`src/rtl/simple_ctrl_pkg.sv`:
```
// Shared state encoding and one-hot phase constants for the SIMPLE datapath sequencer.
package simple_ctrl_pkg;

  typedef enum logic [1:0] {
    ST_IDLE,
    ST_RUN,
    ST_STEP,
    ST_HALTED
  } state_t;

  localparam logic [4:0] PH_NONE = 5'b00000;
  localparam logic [4:0] PH_P1   = 5'b00001;
  localparam logic [4:0] PH_P2   = 5'b00010;
  localparam logic [4:0] PH_P3   = 5'b00100;
  localparam logic [4:0] PH_P4   = 5'b01000;
  localparam logic [4:0] PH_P5   = 5'b10000;

endpackage

```
`src/rtl/phase_ring.sv`:
```
// Five-bit one-hot phase rotator; clear beats load_p1, which beats advance.
module phase_ring
  import simple_ctrl_pkg::*;
(
  input  logic       clock,
  input  logic       reset,
  input  logic       load_p1,
  input  logic       advance,
  input  logic       clear,
  output logic [4:0] phase,
  output logic       at_p5
);

  always_ff @(posedge clock or negedge reset) begin
    if (!reset)
      phase <= PH_NONE;
    else if (clear)
      phase <= PH_NONE;
    else if (load_p1)
      phase <= PH_P1;
    else if (advance)
      phase <= {phase[3:0], phase[4]};
  end

  assign at_p5 = (phase == PH_P5);

endmodule

```
`src/rtl/phase_controller.sv`:
```
// Run/step/halt sequencer with register-file write arbitration.
// Define INSTR_COUNT_EN to build the retired-instruction counter; otherwise instr_count is 0.
module phase_controller
  import simple_ctrl_pkg::*;
#(
  parameter int DATA_W  = 16,
  parameter int RADDR_W = 3,
  parameter int CNT_W   = 16
) (
  input  logic               clock,
  input  logic               reset,
  input  logic               run,
  input  logic               step,
  input  logic               haltin,
  input  logic               wb_req,
  input  logic [RADDR_W-1:0] wb_target,
  input  logic [DATA_W-1:0]  wb_data,
  input  logic               dbg_req,
  input  logic [RADDR_W-1:0] dbg_target,
  input  logic [DATA_W-1:0]  dbg_data,
  output logic [4:0]         phase,
  output logic               running,
  output logic               halted,
  output logic               dbg_ack,
  output logic               rf_we,
  output logic [RADDR_W-1:0] rf_waddr,
  output logic [DATA_W-1:0]  rf_wdata,
  output logic [CNT_W-1:0]   instr_count
);

  state_t state, state_nx;
  logic   halt_pending;
  logic   running_nx, halted_nx;
  logic   at_p5, active, retire, halt_now, accept_start;
  logic   ring_clear, wb_go, dbg_go;

  assign active       = (state == ST_RUN) || (state == ST_STEP);
  assign retire       = active && at_p5;
  assign halt_now     = halt_pending || haltin;
  assign accept_start = (state == ST_IDLE) && (run || step);
  assign ring_clear   = retire && (halt_now || (state == ST_STEP));

  phase_ring u_ring (
    .clock   (clock),
    .reset   (reset),
    .load_p1 (accept_start),
    .advance (active),
    .clear   (ring_clear),
    .phase   (phase),
    .at_p5   (at_p5)
  );

  always_ff @(posedge clock or negedge reset) begin
    if (!reset) begin
      state   <= ST_IDLE;
      running <= 1'b0;
      halted  <= 1'b0;
    end else begin
      state   <= state_nx;
      running <= running_nx;
      halted  <= halted_nx;
    end
  end

  always_comb begin
    state_nx = state;
    unique case (state)
      ST_IDLE: begin
        if (run)
          state_nx = ST_RUN;
        else if (step)
          state_nx = ST_STEP;
      end
      ST_RUN, ST_STEP: begin
        if (retire) begin
          if (halt_now)
            state_nx = ST_HALTED;
          else if (state == ST_STEP)
            state_nx = ST_IDLE;
        end
      end
      default: state_nx = state;
    endcase
  end

  // running/halted are decoded from the next state so they are flops aligned with phase.
  always_comb begin
    running_nx = (state_nx == ST_RUN) || (state_nx == ST_STEP);
    halted_nx  = (state_nx == ST_HALTED);
  end

  always_ff @(posedge clock or negedge reset) begin
    if (!reset)
      halt_pending <= 1'b0;
    else if (retire)
      halt_pending <= 1'b0;
    else if (active && haltin)
      halt_pending <= 1'b1;
  end

  // Writeback only occurs while executing and debug only while stopped, so they never collide.
  assign wb_go  = retire && wb_req;
  assign dbg_go = ((state == ST_IDLE) || (state == ST_HALTED)) && dbg_req && !dbg_ack
                  && !accept_start;

  always_ff @(posedge clock or negedge reset) begin
    if (!reset) begin
      rf_we    <= 1'b0;
      dbg_ack  <= 1'b0;
      rf_waddr <= '0;
      rf_wdata <= '0;
    end else begin
      rf_we   <= wb_go || dbg_go;
      dbg_ack <= dbg_go;
      if (wb_go) begin
        rf_waddr <= wb_target;
        rf_wdata <= wb_data;
      end else if (dbg_go) begin
        rf_waddr <= dbg_target;
        rf_wdata <= dbg_data;
      end
    end
  end

`ifdef INSTR_COUNT_EN
  always_ff @(posedge clock or negedge reset) begin
    if (!reset)
      instr_count <= '0;
    else if (retire)
      instr_count <= instr_count + CNT_W'(1);
  end
`else
  assign instr_count = '0;
`endif

endmodule

```
`config.mk`:
```
export PLATFORM = sky130hd
export DESIGN_NAME = phase_controller
export DESIGN_NICKNAME = d
export VERILOG_FILES = /design/src/rtl/simple_ctrl_pkg.sv /design/src/rtl/phase_ring.sv /design/src/rtl/phase_controller.sv
export SDC_FILE = /design/constraint.sdc
export NUM_CORES = 1
export LEC_CHECK = 0
export ABC_AREA = 1
export CORE_MARGIN = 1.5
export CORE_UTILIZATION = 40
export CTS_BUF_LIST = sky130_fd_sc_hd__clkbuf_2 sky130_fd_sc_hd__clkbuf_4 sky130_fd_sc_hd__clkbuf_8
export DETAILED_ROUTE_END_ITERATION = 10
export GPL_TIMING_DRIVEN = 1
export HOLD_SLACK_MARGIN = 0.08
export PLACE_DENSITY = 0.88
export SLEW_MARGIN = 20
export SYNTH_ARGS = -nofsm -noshare
export SYNTH_HDL_FRONTEND = slang
export SYNTH_SLANG_ARGS = --single-unit
```
`constraint.sdc`:
```
create_clock -name clock -period 5.3 [get_ports clock]
set_clock_uncertainty 0.15 [all_clocks]
set_input_delay 1.06 -clock clock [delete_from_list [all_inputs] [get_ports clock]]
set_output_delay 1.06 -clock clock [all_outputs]
set_load 0.005 [all_outputs]
```
==> After elaboration in Yosys (flattened, before gate mapping) <==
Index checks and enable logic that the tools add are counted.
{ "word_totals": {"ff_bits": 31, "latch_bits": 0, "ramBits": 0, "rom_bits": 0, "inputBits": 45, "memories": 0} }
{ "op_classes": {"n_addsub": 0, "mul": 0, "n_div": 0, "magnitude_cmp": 0, "n_eq_ne": 7, "n_shift": 0, "n_mux": 15, "bitwise_logic": 0, "reduce_logical": 22} }
{ "op_table": {"columns": ["cell", "n"], "rows": [
  ["$mux 16", 2],
  ["$mux 5", 3],
  ["$mux 2", 5],
  ["$eq 2x2->1 const B", 4],
  ["$logic_and 1x1->1", 8],
  ["$logic_or 1x1->1", 7],
  ["$mux 3", 2],
  ["$eq 5x5->1 const B", 1],
  ["$eq 2x1->1 const B", 2],
  ["$pmux 2 s2", 1],
  ["$reduce_bool 2->1", 2],
  ["$reduce_bool 3->1", 1],
  ["$logic_not 1->1", 2],
  ["$logic_not 2->1", 1],
  ["$mux 1", 2],
  ["$reduce_or 2->1", 1]
]} }

==> Longest topological paths before layout <==
Gate-level depths: netlist (run 1).
{ "logic_depth": {"depth_word": 7, "ltp_mapped": 11, "depth_no_buf": 10} }

==> By module <==
A second synthesis (run 1) with hierarchy kept.
{ "hier_totals": {"hier_cells": 248, "hier_area_um2": 1803.0} }
{ "by_module_without_submodules": {"columns": ["module", "instances", "cells_per_inst", "area_each_um2", "seq_area_each_um2"], "rows": [
  ["phase_controller", 1, 215, 1561.5, 650.6],
  ["phase_ring", 1, 33, 241.5, 125.1]
]} }

==> Worst setup path after synthesis (run 1) <==
OpenSTA, ideal clock, no wires.
{ "synth_path": {"kind": "input port to flip-flop", "from": "in haltin", "to": "reg running", "setup_time_ps": 126, "arrival_ps": 1876, "required_time_ps": 5024, "setup_slack_ps": 3148, "path_stages": 6, "n_path_buf": 0, "path_cell_list": "or2_2 -> nand3_1 -> o21ai_0 -> nand2_1 -> nand2_1 -> ha_1"} }
{ "synth_between": {"elab_chain_cells": 6, "elab_cells_between_ends": 7, "cone_classes": "2 x eq/ne; 3 x mux; 2 x reduce/logical"} }
{ "synth_rtl": {"columns": ["element", "line_no", "rtl"], "rows": [
  ["start: declaration", "phase_controller.sv:14", "input logic haltin,"],
  ["$logic_or 1x1->1 *", "phase_controller.sv:39", "assign halt_now = halt_pending || haltin;"],
  ["$mux 2 *", "phase_controller.sv:76", "if (halt_now)"],
  ["$mux 2 *", "phase_controller.sv:75", "if (retire) begin"],
  ["$pmux 2 s2 *", "phase_controller.sv:67", "unique case (state)"],
  ["$eq 2x1->1 or $eq 2x2->1 (tied branches)", "phase_controller.sv:88", "running_nx = (state_nx == ST_RUN) || (state_nx == ST_STEP);"],
  ["$logic_or 1x1->1 *", "phase_controller.sv:88", null],
  ["net running_nx", "phase_controller.sv:33", "logic running_nx, halted_nx;"],
  ["end signal: assignment", "phase_controller.sv:60", "running <= running_nx;"],
  ["end: declaration", "phase_controller.sv:22", "output logic running,"]
]} }
The timed path passes the listed nets; every way through them passes the cells marked *.
A chain may end at the register's enable or synchronous reset.

==> Worst setup path in the final report (run 1) <==
{ "layout_path": {"from": "in wb_req", "to": "reg rf_wdata[7]"} }
{ "layout_between": {"elab_chain_cells": 2, "elab_cells_between_ends": 3, "cone_classes": "1 x mux; 2 x reduce/logical"} }
{ "layout_rtl": {"columns": ["element", "line_no", "rtl"], "rows": [
  ["start: declaration", "phase_controller.sv:15", "input logic wb_req,"],
  ["$logic_and 1x1->1 *", "phase_controller.sv:102", "assign wb_go = retire && wb_req;"],
  ["$mux 16 or $reduce_bool 2->1 (tied branches)", null, null],
  ["end signal: assignment", "phase_controller.sv:117", "rf_wdata <= wb_data;"],
  ["end signal: assignment", "phase_controller.sv:120", "rf_wdata <= dbg_data;"],
  ["end: declaration", "phase_controller.sv:27", "output logic [DATA_W-1:0] rf_wdata,"]
]} }
Mark *: on every way between the ends. The rest lies on a longest branch, timed or not.

==> impl_metrics.ini, run 1 <==
[run_status]
status = completed

[cts]
cts_max_path_buffers = 2
postCtsSetupRepairBufs = 0
hold_buffers = 0
cts_tree = built
cts_root_buf = clkbuf_8
numCtsBuffers = 5
cts_resized = 0
cts_sinks = 31
path_clk_slew_ns = 0.06
clk_latency_ns = 0.27
htree_levels = 2

[yosys]
synthTopCellsByArea = dfrtp_1, nand2_1, buf_4
synth_cell_type_count = 21
syn_inst = 238
synth_edf_count = 0
synth-seq-area-share = 0.432
synth-main-ff-cell = dfrtp_1
synth_seq_cells = 31
ys_warn_count = 0
synth_top_area_cell = dfrtp_1
synth_top_cell_area_share = 0.432
synthArstFlopShare = 1.00
postSynthAreaPerCell_um2 = 7.54
netlist_area_um2 = 1790

[die]
start_util = 0.415
core_area_um2 = 4320
row_count = 24
die_h_um = 70.0
dieWidth_um = 70.0
die-area_um2 = 4900
ios = 89

[global_route]
grt_pass1_vias = 1670
grt_pass1_wl_mm = 7.18
grt.overflow.total = 0
grtUsageTotal = 0.182
antenna_found_initial = 0
grt_max_degree = 40

[layout]
drive_above_1_share = 0.0459
multiInputGateArea_um2 = 810
final_cell_mix = nand2_1, clkdlybuf4s50_1, dfrtp_1
final_area_um2 = 2550
final_nets = 353
layout_commonest_cell = nand2_1
syn_to_final_growth_pct = 42.1
antenna_cells = 0
ff_latch_area_um2 = 776
fillers = 405

[timing]
slew_headroom = 0.506
rsz0062_at_grt = no
worst_slew_pin_slew_ns = 0.739
fmax_mhz = 290
finalSetupViolCount = 0
post-route-period-util = 0.651
fin_crit_ns = 3.45
finalSetupTns_ns = 0
drv_slew = 0
hold_violations = 0

[critical_path]
timing.critical_path.from_type = primary input
r2r-end = rf_wdata[7]
r2r_setup_slack_ns = 2.21
crit_required_ns = 5.36
endpoint_kind = flip-flop
rr_worst_depth = 8
crit_type = in2reg
critPathArrivalTime_ns = 3.52
crit_path_max_fanout = 39

[hold_path]
min-delay-start = rf_wdata[5]
min_path_cells = 2
hold_end = rf_wdata[5]
hold_class = reg2reg

[route]
wl_mm = 4.35
first_pass_iters = 4
vias = 1744
drc = 0
drt_iter0_markers = 146
wl_per_cell_um = 12.2
vias_per_cell = 4.89
drtAntennaViolNets = 0

[placement]
gp_congestion = 0.792
dpl-instance-area_um2 = 2450
dpl.hpwl_mm = 3.13
port_buffers = 72

[power]
p_leak_nw = 1.29
power_frac_seq = 0.338
switching_share = 0.363
p_per_area_nw_per_um2 = 471
irDropWorstVdd_mv = 0.259
pwr-share-comb = 0.490
power_frac_clock = 0.172
internal_power_mw = 0.766
switchingPower_mw = 0.436

[run]
maxCapViolations = 0
-- cells by family after synthesis --
group / share of synthesized area
and+or+nand+nor: 0.356
buffers and inverters: 0.148
DFF: 0.432
AOI/OAI and AO/OA: 0.0342
adders and majority gates: 0.0279
other: 0.00209
-- final cells by class --
type                            count  share of cell area
Sequential cell                    31               0.304
Clock buffer                        8              0.0407
Multi-Input combinational cell    176               0.317
Timing Repair Buffer               74               0.289
Inverter                           16              0.0236
Tap cell                           52              0.0255
-- flip-flops by register name, summed over array words and instances, names as in the netlist, named ones only --
| register | cells |
|---|---|
| rf_we | 1 |
| running | 1 |
| u_ring.phase | 5 |
| halted | 1 |
| halt_pending | 1 |
| rf_waddr | 3 |
| dbg_ack | 1 |
| state | 1 |
| rf_wdata | 16 |
-- power groups by stage --
stage / Combinational (mW) / Clock (mW) / Sequential [mW]
CTS: 0.597 / 0.211 / 0.406
global route: 0.665 / 0.222 / 0.419
detailed placement: 0.595 / 0 / 0.410
floorplan: 0.315 / 0 / 0.411
global placement: 0.579 / 0 / 0.407
finish: 0.589 / 0.207 / 0.406
-- metal layers --
| metal | track usage | up-vias | share of wire |
|---|---|---|---|
| met1 | 0.205 | 812 | 0.41 |
| met5 | 0 | - | 0 |
| met2 | 0.334 | 60 | 0.53 |
| met4 | 0.0641 | 0 | 0.014 |
| met3 | 0.0418 | 7 | 0.050 |
| li1 | - | 865 | - |
-- stage by stage --
stage               power [mW]  setup WS, ns   util  std cells  hold WS [ns]
finish                    1.20          1.85  0.590        357         0.360
detailed placement        1.00          1.59  0.566        349         0.345
global placement         0.986          1.65  0.566        349         0.327
CTS                       1.21          1.87  0.590        357         0.362
floorplan                0.727          3.15      -        253         0.307
global route              1.31          1.59  0.590        357         0.383
-- worst max path at each step --
stage | start | end | slack (ns)
after floorplan | haltin | running | 3.15
after global placement | wb_req | rf_waddr[0] | 1.65
after detailed placement | wb_req | rf_wdata[3] | 1.59
after CTS | wb_req | rf_wdata[7] | 1.87
after global routing | wb_req | rf_wdata[4] | 1.59
final | wb_req | rf_wdata[7] | 1.85
-- cells in the mapped netlist (3+ instances only) --
library cell	n
dfrtp_1	31
nand3_1	22
buf_4	16
inv_1	16
nand4_1	19
o22ai_1	3
buf_2	8
buf_6	3
clkbuf_1	3
nand2_1	98
o21ai_0	4
ha_1	4
-- worst max-delay path: stages --
cell and delay, ns:
clkdlybuf4s50_1 0.90, nand3_2 0.75, nand2_2 0.60, nand2_1 0.12, nand2_1 0.07
Power figures use the tool's default switching activity.
==> inputs of run 2 (changes only) <==
- CORE_UTILIZATION: 40 -> 38
- PLACE_DENSITY: 0.88 -> 0.87
- clock period: 5.3 -> 3.1 ns (I/O delays scaled with it)
==> impl_metrics.ini, run 2 (synthesis results as in run 1) <==
[cts]
postCtsSetupRepairBufs = 0
clk_latency_ns = 0.28
path_clk_slew_ns = 0.07
cts_root_buf = clkbuf_8
cts_sinks = 31
hold_buffers = 0
cts_tree = built
cts_max_path_buffers = 2
numCtsBuffers = 5
htree_levels = 2
cts_resized = 0

[global_route]
grt_pass1_wl_mm = 7.50
grt_pass1_vias = 1711
grt_max_degree = 32
grt.overflow.total = 0
grtUsageTotal = 0.186
antenna_found_initial = 0

[layout]
antenna_cells = 0
largest_register = rf_wdata
drive_above_1_share = 0.0583
largest_register_ffs = 16
fillers = 427
largestRegisters = rf_wdata (16), u_ring.phase (5), rf_waddr (3)
ff_latch_area_um2 = 776
final_area_um2 = 2590
syn_to_final_growth_pct = 44.6
layout_commonest_cell = nand2_1
multiInputGateArea_um2 = 810
final_nets = 357
final_cell_mix = nand2_1, clkdlybuf4s50_1, dfrtp_1

[run_status]
violations = design-rule violations
status = complete, but fails checks

[hold_path]
hold_class = reg2reg
min_path_cells = 2
min-delay-start = halt_pending
hold_end = halt_pending

[die]
die-area_um2 = 5140
start_util = 0.404
die_h_um = 71.7
ios = 89
core_area_um2 = 4440
row_count = 24
dieWidth_um = 71.7

[placement]
dpl.hpwl_mm = 3.33
gp_congestion = 0.788
dpl-instance-area_um2 = 2480
port_buffers = 72

[timing]
post-route-period-util = 0.737
finalSetupTns_ns = 0
fmax_mhz = 438
fin_crit_ns = 2.28
rsz0062_at_grt = no
hold_violations = 0
finalSetupViolCount = 0
drv_slew = 0

[critical_path]
endpoint_kind = flip-flop
path_common_cell = nand2_1
crit_required_ns = 3.12
max_stage_delay_ns = 0.39
crit_path_max_fanout = 20
rr_worst_depth = 10
path_cells = inv_1 -> ha_1 -> nand2_1 -> nor2_4 -> nand3_2 -> buf_4 -> nand2_1 -> nand2_1 -> nand2_1 -> nand2_1
r2r_setup_slack_ns = 0.82
r2r-end = rf_wdata[14]
crit_type = reg2reg
timing.critical_path.from_type = flip-flop
critPathArrivalTime_ns = 2.30
slowest_stage = ha_1

[power]
power_frac_clock = 0.194
pwr-share-comb = 0.483
switching_share = 0.360
power_frac_seq = 0.323
p_leak_nw = 1.32
switchingPower_mw = 0.771
internal_power_mw = 1.37
irDropWorstVdd_mv = 0.573
p_per_area_nw_per_um2 = 825

[route]
vias_per_cell = 4.94
wl_mm = 4.58
vias = 1782
drc = 5
drtAntennaViolNets = 0
drt_iter0_markers = 77
wl_per_cell_um = 12.7
first_pass_iters = 7

[run]
maxCapViolations = 0
## run 2: per-stage QoR
step | util | total power, mW | worst slack, ns | cells | hold slack (ns)
detailed placement | 0.557 | 1.74 | 0.748 | 353 | 0.333
CTS | 0.584 | 2.16 | 0.822 | 361 | 0.353
global route | 0.584 | 2.32 | 0.578 | 361 | 0.388
finish | 0.584 | 2.14 | 0.816 | 361 | 0.353
global placement | 0.557 | 1.71 | 0.774 | 353 | 0.331
floorplan | - | 1.24 | 1.11 | 253 | 0.174
## run 2: power by group through the flow
stage | sequential (mW) | clock [mW] | combinational, mW
2_1_floorplan | 0.703 | 0 | 0.539
3_3_place_gp | 0.694 | 0 | 1.01
3_5_place_dp | 0.698 | 0 | 1.05
4_1_cts | 0.693 | 0.423 | 1.05
5_1_grt | 0.716 | 0.445 | 1.16
6_report | 0.692 | 0.414 | 1.03
## run 2: layout make-up
type                    count  area share
multi-input cells         176       0.312
flip-flops and latches     31       0.299
repair buffers             78       0.295
clock buffers               6      0.0318
well taps                  52      0.0251
inverters                  16      0.0232
clock inverters             2      0.0135
## run 2: worst max path at each step
stage | startpoint | end | slack (ns) | depth (start not counted)
2_1_floorplan | state[1] | running | 1.11 | 11
3_3_place_gp | step | rf_wdata[3] | 0.77 | 8
6_report | flip-flop | rf_wdata[14] | 0.82 | 10
4_1_cts | state[1] | running | 0.82 | 11
3_5_place_dp | step | rf_wdata[13] | 0.75 | 8
5_1_grt | flip-flop | rf_waddr[1] | 0.58 | 8
## run 2: worst max-delay path, delay by kind of cell, from the launching register on
kind / cells / cell delay, ns
fa+ha+maj: 1 / 0.39
buf+inv: 2 / 0.42
flops: 1 / 0.37
simple gates: 7 / 0.83
## run 2: routing by layer
layer	vias to the layer above	global-route usage	wire length (um)
met3	7	0.0436	281
met5	-	0	0
met4	0	0.0650	59
met1	839	0.214	1860
met2	61	0.334	2380
li1	875	-	-
==> inputs of run 3 (changes only) <==
- CORE_UTILIZATION: 38 -> 40
- PLACE_DENSITY: 0.87 -> 0.88
- clock period: 3.1 -> 2.15 ns (I/O delays scaled with it)
==> impl_metrics.ini, run 3 (synthesis results as in run 1) <==
[global_route]
grt_max_degree = 32
antenna_found_initial = 0
grt_pass1_wl_mm = 7.43
grt.overflow.total = 0
grt_pass1_vias = 1641
grtUsageTotal = 0.192

[timing]
post-route-period-util = 0.905
fin_crit_ns = 1.94
rsz0062_at_grt = no
drv_slew = 0
finalSetupTns_ns = 0
finalSetupViolCount = 0
whs_ns = 0.343
hold_violations = 0
fmax_mhz = 514
setup_ws_ns = 0.205

[cts]
cts_root_buf = clkbuf_8
path_clk_slew_ns = 0.06
htree_levels = 2
cts_sinks = 31
cts_tree = built
hold_buffers = 0
numCtsBuffers = 5
clk_latency_ns = 0.28
cts_max_path_buffers = 2
postCtsSetupRepairBufs = 0
cts_resized = 0

[layout]
final_nets = 360
drive_above_1_share = 0.0645
antenna_cells = 0
multiInputGateArea_um2 = 822
largest_register = rf_wdata
ff_latch_area_um2 = 776
final_cell_mix = nand2_1, clkdlybuf4s50_1, dfrtp_1
largest_register_ffs = 16
layout_commonest_cell = nand2_1
fillers = 391
largestRegisters = rf_wdata (16), u_ring.phase (5), rf_waddr (3)
syn_to_final_growth_pct = 44.2

[die]
core_area_um2 = 4320
row_count = 24
die_h_um = 70.0
start_util = 0.415
dieWidth_um = 70.0
die-area_um2 = 4900
ios = 89

[hold_path]
hold_class = reg2reg

[critical_path]
critPathArrivalTime_ns = 1.96
timing.critical_path.from_type = flip-flop
r2r_setup_slack_ns = 0.21
crit_path_max_fanout = 7
endpoint_kind = flip-flop
crit_type = reg2reg
crit_required_ns = 2.17
critPathLaunch = state[1]
r2r-end = running
crit_end = running
rr_worst_depth = 9
r2r_start = state[1]

[power]
irDropWorstVdd_mv = 0.545
p_per_area_nw_per_um2 = 1150
p_leak_nw = 1.31

[route]
vias = 1781
vias_per_cell = 4.92
drt_iter0_markers = 74
drtAntennaViolNets = 0
drc = 0
wl_mm = 4.52
first_pass_iters = 4
wl_per_cell_um = 12.5

[run_status]
status = completed

[placement]
dp_slack_ns = 0.0114
dpl.hpwl_mm = 3.31
port_buffers = 72
gp_congestion = 0.842

[run]
maxCapViolations = 0
[run 3: final cells by class]
| type | count | area share |
|---|---|---|
| sequential | 31 | 0.300 |
| tap | 52 | 0.0251 |
| clock buffer | 6 | 0.0295 |
| multi-input combinational | 176 | 0.318 |
| inverter | 16 | 0.0232 |
| timing repair buffer | 81 | 0.305 |
[run 3: report_power, final]
| part | leakage [nW] | internal (mW) | switching, mW |
|---|---|---|---|
| logic | 0.880 | 0.806 | 0.754 |
| registers | 0.390 | 0.851 | 0.155 |
| clock network | 0.0406 | 0.227 | 0.192 |
[run 3: stage by stage]
stage,total power [mW],utilization,instances,area (um^2)
6_report,2.99,0.598,362,2590
4_1_cts,2.99,0.595,362,2570
2_1_floorplan,1.79,-,253,1850
3_5_place_dp,2.55,0.578,356,2500
5_1_grt,3.26,0.598,362,2590
3_3_place_gp,2.48,0.578,356,2500
[run 3: per-layer routing]
layer	GRT usage	wire length [um]	share of wire
met5	0	0	0
met4	0.0662	59	0.013
met3	0.0548	280	0.062
met2	0.341	2350	0.52
met1	0.220	1830	0.40
[run 3: worst min path at each step]
stage               depth (start not counted)         start                         end
floorplan                                   0         reset  asynchronous set/reset pin
global placement                            2  halt_pending                halt_pending
detailed placement                          2  halt_pending                halt_pending
CTS                                         2  halt_pending                halt_pending
global route                                2  halt_pending                halt_pending
finish                                      2  halt_pending                halt_pending
[run 3: worst max-delay path: stages, from the launching register on]
cell	delay, ns
dfrtp_1	0.40
inv_1	0.09
ha_4	0.30
nand2_1	0.09
nor2_4	0.14
nand3_1	0.13
o21ai_0	0.12
nand2_1	0.10
nand2_1	0.08
ha_1	0.22
